## src/rtl/tqvp_dlmiles_i2c_irqctl_if.sv

```systemverilog
// Register-write bus for the I2C interrupt controller: one-cycle strobe, 2-bit select, 16-bit data.
interface tqvp_dlmiles_i2c_irqctl_if;
   logic        wr_en_i;
   logic [1:0]  wr_sel_i;
   logic [15:0] wr_data_i;

   modport master (output wr_en_i, output wr_sel_i, output wr_data_i);
   modport slave  (input  wr_en_i, input  wr_sel_i, input  wr_data_i);
endinterface

```

## src/rtl/tqvp_dlmiles_i2c_irqctl.sv

```systemverilog
// Interrupt controller: sticky W1C status, mask, saturating event counter and IDLE/ACTIVE(/HOLDOFF) request FSM.
// Optional holdoff state enabled by defining TQVP_DLMILES_I2C_IRQ_HOLDOFF_EN.
module tqvp_dlmiles_i2c_irqctl #(
   parameter int NSRC  = 4,
   parameter int CNT_W = 4
) (
   input  logic                         clk,
   input  logic                         rst_n,
   tqvp_dlmiles_i2c_irqctl_if.slave     bus,
   input  logic [NSRC-1:0]              stb_event_i,
   output logic [NSRC-1:0]              status_o,
   output logic [NSRC-1:0]              mask_o,
   output logic [15:0]                  ctrl_o,
   output logic [CNT_W-1:0]             count_o,
   output logic                         interrupt_raw_o,
   output logic                         interrupt_o
);

`ifdef TQVP_DLMILES_I2C_IRQ_HOLDOFF_EN
   typedef enum logic [1:0] {S_IDLE, S_ACTIVE, S_HOLDOFF} state_t;
`else
   typedef enum logic [1:0] {S_IDLE, S_ACTIVE} state_t;
`endif

   state_t            r_state, w_state_nxt;
   logic [NSRC-1:0]   r_status, r_mask;
   logic              r_en, r_pulse, r_armed, r_irq;
   logic [CNT_W-1:0]  r_count;
   logic              w_wr_status, w_wr_mask, w_wr_ctrl, w_any_evt, w_eff;
   logic [NSRC-1:0]   w_clr;
   logic              w_unused;

   assign w_wr_status = bus.wr_en_i && (bus.wr_sel_i == 2'd0);
   assign w_wr_mask   = bus.wr_en_i && (bus.wr_sel_i == 2'd1);
   assign w_wr_ctrl   = bus.wr_en_i && (bus.wr_sel_i == 2'd2);
   assign w_clr       = w_wr_status ? bus.wr_data_i[NSRC-1:0] : '0;
   assign w_any_evt   = |stb_event_i;
   assign w_eff       = r_en & |(r_status & r_mask);
   assign w_unused    = &{1'b0, bus.wr_data_i};

   // Events are OR'd after the clear so a same-cycle event beats W1C
   always_ff @(posedge clk) begin
      if (!rst_n) begin
         r_status <= '0;
         r_mask   <= '0;
         r_en     <= 1'b0;
         r_pulse  <= 1'b0;
         r_count  <= '0;
      end else begin
         r_status <= (r_status & ~w_clr) | stb_event_i;
         if (w_wr_mask) r_mask <= bus.wr_data_i[NSRC-1:0];
         if (w_wr_ctrl) begin
            r_en    <= bus.wr_data_i[0];
            r_pulse <= bus.wr_data_i[1];
         end
         if (w_wr_status)
            r_count <= {{(CNT_W-1){1'b0}}, w_any_evt};
         else if (w_any_evt && (r_count != {CNT_W{1'b1}}))
            r_count <= r_count + CNT_W'(1);
      end
   end

`ifdef TQVP_DLMILES_I2C_IRQ_HOLDOFF_EN
   logic [7:0] r_ho_cfg, r_ho, w_ho_nxt;

   always_ff @(posedge clk) begin
      if (!rst_n) begin
         r_ho_cfg <= 8'h00;
         r_ho     <= 8'h00;
      end else begin
         if (w_wr_ctrl) r_ho_cfg <= bus.wr_data_i[15:8];
         r_ho <= w_ho_nxt;
      end
   end

   assign ctrl_o = {r_ho_cfg, 6'b000000, r_pulse, r_en};
`else
   assign ctrl_o = {8'h00, 6'b000000, r_pulse, r_en};
`endif

   always_comb begin
      w_state_nxt = r_state;
`ifdef TQVP_DLMILES_I2C_IRQ_HOLDOFF_EN
      w_ho_nxt    = r_ho;
`endif
      case (r_state)
         S_IDLE:
            if (w_eff && (r_armed || !r_pulse)) w_state_nxt = S_ACTIVE;
         S_ACTIVE:
            if (r_pulse || !w_eff) begin
`ifdef TQVP_DLMILES_I2C_IRQ_HOLDOFF_EN
               if (r_ho_cfg != 8'h00) begin
                  w_state_nxt = S_HOLDOFF;
                  w_ho_nxt    = r_ho_cfg;
               end else begin
                  w_state_nxt = S_IDLE;
               end
`else
               w_state_nxt = S_IDLE;
`endif
            end
`ifdef TQVP_DLMILES_I2C_IRQ_HOLDOFF_EN
         S_HOLDOFF: begin
            w_ho_nxt = (r_ho != 8'h00) ? r_ho - 8'd1 : 8'h00;
            if (r_ho <= 8'd1) w_state_nxt = S_IDLE;
         end
`endif
         default: w_state_nxt = S_IDLE;
      endcase
      if (!r_en) begin
         w_state_nxt = S_IDLE;
`ifdef TQVP_DLMILES_I2C_IRQ_HOLDOFF_EN
         w_ho_nxt    = 8'h00;
`endif
      end
   end

   // Pulse mode re-arms only after eff has been seen low while idle
   always_ff @(posedge clk) begin
      if (!rst_n) begin
         r_state <= S_IDLE;
         r_irq   <= 1'b0;
         r_armed <= 1'b1;
      end else begin
         r_state <= w_state_nxt;
         r_irq   <= (w_state_nxt == S_ACTIVE);
         if (r_state == S_IDLE) begin
            if (!w_eff)       r_armed <= 1'b1;
            else if (r_pulse) r_armed <= 1'b0;
         end
      end
   end

   assign status_o        = r_status;
   assign mask_o          = r_mask;
   assign count_o         = r_count;
   assign interrupt_raw_o = |r_status;
   assign interrupt_o     = r_irq;

endmodule

```

## src/flat_wrapper.sv

```systemverilog
// flat-port wrapper written by rule: the top's interface ports become plain ports
module tqvp_dlmiles_i2c_irqctl_flat 
#(
   parameter int NSRC  = 4,
   parameter int CNT_W = 4
)
  (clk, rst_n, stb_event_i, status_o, mask_o, ctrl_o, count_o, interrupt_raw_o, interrupt_o, bus_wr_en_i, bus_wr_sel_i, bus_wr_data_i);
  tqvp_dlmiles_i2c_irqctl_if bus_i ();
  input  logic clk;
  input  logic rst_n;
  input  logic [NSRC-1:0] stb_event_i;
  output logic [NSRC-1:0] status_o;
  output logic [NSRC-1:0] mask_o;
  output logic [15:0] ctrl_o;
  output logic [CNT_W-1:0] count_o;
  output logic interrupt_raw_o;
  output logic interrupt_o;
  input wire logic [$bits(bus_i.wr_en_i)-1:0] bus_wr_en_i;
  input wire logic [$bits(bus_i.wr_sel_i)-1:0] bus_wr_sel_i;
  input wire logic [$bits(bus_i.wr_data_i)-1:0] bus_wr_data_i;
  assign bus_i.wr_en_i = bus_wr_en_i;
  assign bus_i.wr_sel_i = bus_wr_sel_i;
  assign bus_i.wr_data_i = bus_wr_data_i;
  tqvp_dlmiles_i2c_irqctl #(.NSRC(NSRC), .CNT_W(CNT_W)) u_core (.clk(clk), .rst_n(rst_n), .bus(bus_i), .stb_event_i(stb_event_i), .status_o(status_o), .mask_o(mask_o), .ctrl_o(ctrl_o), .count_o(count_o), .interrupt_raw_o(interrupt_raw_o), .interrupt_o(interrupt_o));
endmodule
```

## config.mk

```make
export PLATFORM = sky130hd
export DESIGN_NAME = tqvp_dlmiles_i2c_irqctl_flat
export DESIGN_NICKNAME = d
export VERILOG_FILES = /design/src/rtl/tqvp_dlmiles_i2c_irqctl_if.sv /design/src/rtl/tqvp_dlmiles_i2c_irqctl.sv /design/src/flat_wrapper.sv
export SDC_FILE = /design/constraint.sdc
export NUM_CORES = 1
export LEC_CHECK = 0
export ABC_CLOCK_PERIOD_IN_PS = 1410
export CORE_MARGIN = 1
export CORE_UTILIZATION = 36
export DETAILED_ROUTE_END_ITERATION = 10
export PLACE_DENSITY_LB_ADDON = 0.1
export SLEW_MARGIN = 20
export SYNTH_ARGS = -nofsm -noshare
export SYNTH_HDL_FRONTEND = slang
export SYNTH_SLANG_ARGS = --single-unit
```

## constraint.sdc

```tcl
create_clock -name clk -period 1.41 [get_ports clk]
set_input_delay 0.2115 -clock clk [delete_from_list [all_inputs] [get_ports clk]]
set_output_delay 0.2115 -clock clk [all_outputs]
set_load 0.02 [all_outputs]
```

==> summary.txt, run 1 <==
Status
  • Status: finished, violations left
  • Failing checks: setup timing

Synthesis
  • Post-Syn Area per Cell: 9.84 um^2
  • Gate Count Post-Synth: 91
  • Post-synthesis mux area share: 6.70%
  • Complex-gate fraction of the synthesized area: 17.5%
  • Synth cell types: 32
  • Count leader, synth: dfxtp_1
  • Post-Synth Adder-Cell Area: 1.40%
  • Simple-gate share of the synthesized area: 19.6%
  • Post-Synth XOR/XNOR Area: 0%
  • Top post-synthesis cells by area: dfxtp_1 (40%), buf_4 (13%), mux2i_1 (6.7%)
  • Cell taking the most area after synthesis: dfxtp_1
  • Asr flop ratio synth: 0%
  • Ys Warns: 0
  • Commonest cells in the netlist: dfxtp_1 (18), buf_4 (16), mux2i_1 (6), nor2b_1 (6)
  • Post-Syn Area: 896 um^2
  • EDFF count, synth: 0
  • Part of the Yosys area used for sequential elements: 40.2%
  • Largest family of logic cells by synthesized area: simple AND/OR/NAND/NOR gates
  • Post-synth top flop: dfxtp_1
  • Synth Register Bits: 18
  • Synth top area share: 40.2%

GRT
  • Vias in the first global route: 687
  • Gr usage total: 15.0%
  • Largest net degree at the start of global routing: 10
  • First-pass GRT wire length: 2860 um
  • Initial antenna violation count: 0
  • Total gr overflow: 0

STA
  • Post-layout min period: 1500 ps
  • Skew final: 4.01 ps
  • Setup TNS: -93.9 ps
  • Hold Worst Slack: 506 ps
  • Final period utilization: 107%
  • Fin. max-slew vios: 0
  • Final Hold Vio Count: 0
  • Unrepaired setup endpoints after global routing: true
  • Final worst setup slack: -93.9 ps
  • F_max: 665 MHz
  • Setup Viol. Count Final: 1

Critical path
  • Slowest CP cell: or4_4
  • R2R depth: 4
  • Bufs and invs on worst path: 1
  • Critical path, cell by cell: or4_4 > buf_6
  • WS Path Type: register to output port
  • Worst Path Max Fanout: 2
  • Critical Path RT: 1200 ps
  • Crit path DAT: 1290 ps
  • FF-to-FF Start: u_core.count_o[0]
  • Crit-path leading delay family: simple AND/OR/NAND/NOR gates
  • Max incr delay on CP: 530 ps
  • R2r endpoint: u_core.count_o[3]
  • Reg2Reg Setup Slack: 130 ps
  • Critical Path Sink Type: output port
  • Startpoint Class: register

Clock tree
  • Clock sinks: 18
  • Worst skew pair latency: 290 ps
  • Max clock buf depth: 2
  • CTS buffer count: 3
  • Root Buffer: clkbuf_4
  • CTS Hold Buffers Added: 0
  • CTS tree: yes
  • Post-CTS Setup Inserts: 0
  • Clock transition at the registers of the reported paths: 100 ps
  • H-tree depth: 1

Power and ir drop
  • Seq pwr share: 52.8%
  • Worst VDD drop: 0.000452 V
  • Switching power: 0.299 mW
  • Switching part of the total: 28.7%
  • Leakage power: 0.601 nW
  • Total power: 1.04 mW
  • Comb pwr share: 22.7%
  • Clock power share: 24.4%
  • Pwr Density: 850 nW/um^2
  • Pint: 0.744 mW

Detailed routing
  • First drt pass iteration count: 3
  • Avg Vias per Cell: 4.71
  • Wire per inst: 11.1 um
  • WL final: 1750 um
  • # DRC: 0
  • Iter 0 DRT Violations: 8
  • Post-route ant nets: 0
  • Vias: 740

Job
  • Max-cap viol count: 0

Place
  • Placer Congestion: 0.710
  • DP HPWL: 1390 um
  • Placed Cells incl. Taps: 154
  • Port bufs: 28

Layout
  • Finished Layout Cells: 157
  • Layout cells sized above 1: 16.3%
  • Final net count: 157
  • Multi-input logic area: 464 um^2
  • Area grow syn2layout: 36.9%
  • Fillers: 231
  • Layout Utilization: 53.9%
  • Ant. Diodes: 0
  • Register area: 363 um^2

Floorplan
  • Die Ht: 51.9 um
  • Die X: 51.9 um
  • Starting Density: 39.4%
  • Die Area: 2690 um^2
  • Rows: 17
  • Ports: 55
  • CORE AREA: 2280 um^2

Hold path
  • Hold Crit Start: u_core.r_state[0]
  • WHS Endpoint: u_core.r_armed
  • Class of the worst hold path: register to register
  • Worst Hold Depth: 1
-- flip-flops by register name, indices dropped and copies added, names as in the netlist --
register and cells:
u_core.r_armed 1, u_core.interrupt_o 1, u_core.r_state 2, u_core.status_o 4, u_core.r_en 1, u_core.mask_o 4, u_core.r_pulse 1, u_core.count_o 4
-- power groups by stage --
stage | registers [mW] | clock network (mW) | logic [mW]
6_report | 0.551 | 0.255 | 0.237
5_1_grt | 0.555 | 0.291 | 0.256
4_1_cts | 0.550 | 0.273 | 0.233
3_5_place_dp | 0.562 | 0 | 0.249
3_3_place_gp | 0.561 | 0 | 0.247
2_1_floorplan | 0.586 | 0 | 0.131
-- metal layers --
layer,up-vias,wire [um],global-route usage [%]
met5,-,0,0
met4,0,33,9.46
met3,4,106,3.51
met2,30,786,23.7
met1,334,821,18.1
li1,372,-,-
-- cell families (layout without fill, tap and decap cells) --
group | count (synthesis) | after routing
mux | 6 | 6
compound gates | 22 | 22
buf+inv | 18 | 42
simple gates | 25 | 25
fa+ha+maj | 1 | 1
other cells | 1 | 15
flops | 18 | 18
-- through the flow --
stage / area (um^2) / worst slack, ps
floorplan: 948 / 133
global placement: 1210 / -164
detailed placement: 1210 / -170
CTS: 1210 / -117
global route: 1230 / -129
finish: 1230 / -93.9
-- how the worst max path moves through the flow --
stage / slack (ps) / start / endpoint / depth (start not counted)
6_report: -90 / u_core.status_o[0] / interrupt_raw_o / 2
3_5_place_dp: -170 / stb_event_i[2] / u_core.count_o[2] / 4
3_3_place_gp: -160 / u_core.status_o[2] / interrupt_raw_o / 2
4_1_cts: -120 / u_core.status_o[2] / interrupt_raw_o / 2
2_1_floorplan: 130 / u_core.count_o[0] / u_core.count_o[3] / 4
5_1_grt: -130 / u_core.status_o[0] / interrupt_raw_o / 2
-- layout make-up --
type                       instances  area share, %
inverter                           1          0.306
sequential                        18           29.6
tap                               28           2.86
timing repair buffer              38           27.6
multi-input combinational         69           37.9
clock buffer                       3           1.84
-- cell usage in the layout (no fill, tap or decap), types with 2 or more instances in the layout --
cell	n
nor2b_1	6
mux2i_1	6
nand3b_1	3
buf_4	10
clkbuf_4	3
a21oi_1	2
a22oi_1	2
dfxtp_1	16
conb_1	15
nand2_1	3
dfxtp_2	2
or4_4	2
a21boi_1	5
o21ai_1	2
nor3_1	2
clkdlybuf4s50_1	12
o21a_1	5
dlygate4sd2_1	15
and4b_1	2
-- timing repair --
action                                  in CTS  in global routing
pin swaps                                    0                  1
cloned                                       0                  0
resized for setup                           19                  5
endpoints found under the setup margin      16                  1
Power figures use the tool's default switching activity.
==> inputs of run 2 (changes only) <==
--- a/config.mk
+++ b/config.mk
@@ -7,7 +7,8 @@
 export LEC_CHECK = 0
 export ABC_CLOCK_PERIOD_IN_PS = 1410
 export CORE_MARGIN = 1
-export CORE_UTILIZATION = 36
+export CORE_UTILIZATION = 38
+export CTS_BUF_LIST = sky130_fd_sc_hd__clkbuf_2
 export DETAILED_ROUTE_END_ITERATION = 10
 export PLACE_DENSITY_LB_ADDON = 0.1
 export SLEW_MARGIN = 20
==> summary.txt, run 2 (same netlist as run 1, synthesis figures left out) <==
GRT
  • First-pass GRT wire length: 2970 um (was 2860 um)
  • Met1 usage: 18.4% (was 18.1%)
  • Met3 usage: 1.82% (was 3.51%)
  • Vias in the first global route: 700 (was 687)
  • Total gr overflow: 0 (unchanged)
  • M2 GR Usage: 28.0% (was 23.7%)
  • Initial antenna violation count: 0 (unchanged)
  • Gr usage total: 15.8% (was 15.0%)
  • Largest net degree at the start of global routing: 11 (was 10)
  • Top Usage Layer GRT: met2 (unchanged)

Detailed routing
  • Iter 0 DRT Violations: 12 (was 8)
  • # DRC: 0 (unchanged)
  • First drt pass iteration count: 2 (was 3)
  • WL final: 1810 um (was 1750 um)
  • Avg Vias per Cell: 4.82 (was 4.71)
  • Vias: 762 (was 740)
  • Wire per inst: 11.4 um (was 11.1 um)
  • Post-route ant nets: 0 (unchanged)

STA
  • F_max: 658 MHz (was 665 MHz)
  • Final period utilization: 108% (was 107%)
  • Skew final: 13.2 ps (was 4.01 ps)
  • Unrepaired setup endpoints after global routing: true (unchanged)
  • Hold Worst Slack: 517 ps (was 506 ps)
  • Final Hold Vio Count: 0 (unchanged)
  • Fin. max-slew vios: 0 (unchanged)
  • Post-layout min period: 1520 ps (was 1500 ps)
  • Setup TNS: -110 ps (was -93.9 ps)
  • Setup Viol. Count Final: 1 (unchanged)
  • Final worst setup slack: -110 ps (was -93.9 ps)

Floorplan
  • Die X: 50.6 um (was 51.9 um)
  • Die Area: 2560 um^2 (was 2690 um^2)
  • Die Ht: 50.6 um (was 51.9 um)
  • CORE AREA: 2210 um^2 (was 2280 um^2)
  • Ports: 55 (unchanged)
  • Starting Density: 40.5% (was 39.4%)
  • Rows: 17 (unchanged)

Layout
  • Final net count: 157 (unchanged)
  • Fillers: 227 (was 231)
  • Layout Utilization: 55.4% (was 53.9%)
  • Most frequent cells in the layout: dfxtp_1 (17), conb_1 (15), dlygate4sd2_1 (15), clkdlybuf4s50_1 (12), buf_4 (10) (was dfxtp_1 (16), conb_1 (15), dlygate4sd2_1 (15), clkdlybuf4s50_1 (12), buf_4 (10))
  • Commonest non-fill, non-tap cell in the layout: dfxtp_1 (unchanged)
  • Area grow syn2layout: 36.9% (unchanged)
  • Layout cells sized above 1: 16.2% (was 16.3%)
  • Finished Layout Cells: 158 (was 157)
  • Final instance area: 1230 um^2 (unchanged)
  • Ant. Diodes: 0 (unchanged)

Hold path
  • Class of the worst hold path: register to register (unchanged)
  • Hold Crit Start: u_core.r_state[0] (unchanged)

Status
  • Status: finished, violations left (unchanged)
  • Failing checks: setup timing (unchanged)

Power and ir drop
  • Worst VDD drop: 0.000451 V (was 0.000452 V)
  • Total power: 1.01 mW (was 1.04 mW)
  • Pwr Density: 825 nW/um^2 (was 850 nW/um^2)
  • Leakage power: 0.602 nW (was 0.601 nW)

Clock tree
  • Max clock buf depth: 2 (unchanged)
  • Clock sinks: 18 (unchanged)
  • CTS Hold Buffers Added: 0 (unchanged)
  • Post-CTS Setup Inserts: 0 (unchanged)
  • Root Buffer: clkbuf_2 (was clkbuf_4)
  • CTS buffer count: 3 (unchanged)
  • Worst skew pair latency: 310 ps (was 290 ps)
  • Clock transition at the registers of the reported paths: 180 ps (was 100 ps)
  • H-tree depth: 1 (unchanged)
  • CTS tree: yes (unchanged)

Place
  • Port bufs: 28 (unchanged)
  • Placed inst area: 1210 um^2 (unchanged)
  • Placer Congestion: 0.705 (was 0.710)
  • Post-Place Worst Slack: -194 ps (was -170 ps)
  • Placed Cells incl. Taps: 154 (unchanged)
  • DP HPWL: 1390 um (about the same)

Critical path
  • Critical Path Sink Type: output port (unchanged)
  • Critical Path RT: 1200 ps (about the same)
  • Crit path DAT: 1310 ps (was 1290 ps)
  • Worst Path Max Fanout: 2 (unchanged)
  • WS Path Type: register to output port (unchanged)
  • FF-to-FF Start: u_core.count_o[0] (unchanged)
  • CP startpoint: u_core.status_o[0] (unchanged)
  • Startpoint Class: register (unchanged)

Job
  • Max-cap viol count: 0 (unchanged)
-- run 2: cell types whose count changed in the layout (fill, tap and decap cells not counted), sizes merged --
cell,change
clkinv,+1
-- run 2: final timing paths --
check | end | cells past startpoint | slack (ps)
hold / removal | u_core.r_armed | 1 | 520
setup reg to reg | u_core.count_o[3] | 4 | 110
hold reg to reg | u_core.r_armed | 1 | 520
setup / recovery | interrupt_raw_o | 2 | -110
-- run 2: repair_timing --
item / in CTS / in global routing
gates resized for setup: 19 / 5
pin swaps: 0 / 1
endpoints found under the setup margin: 16 / 2
-- run 2: report_power, final --
part / internal [mW] / switching (mW)
sequential: 0.533 / 0.0189
clock: 0.0616 / 0.160
combinational: 0.112 / 0.125
-- run 2: worst max-delay path, stage by stage, from the launching register on --
cell     delay [ps]
dfxtp_1         340
or4_4           530
buf_6           150
-- run 2: layout make-up --
type	instances	area, um^2	share of cell area [%]
multi-input cells	69	469	38.3
repair buffers	38	338	27.6
inverters	1	3.75	0.306
clock inverters	1	3.75	0.306
flip-flops and latches	18	362	29.5
well taps	28	35.0	2.86
clock buffers	3	15.0	1.22
-- run 2: metal layers --
metal,part of all wire [%],up-vias
met5,0,-
met4,1.5,0
met3,5.4,4
met2,49,28
met1,44,356
li1,-,374
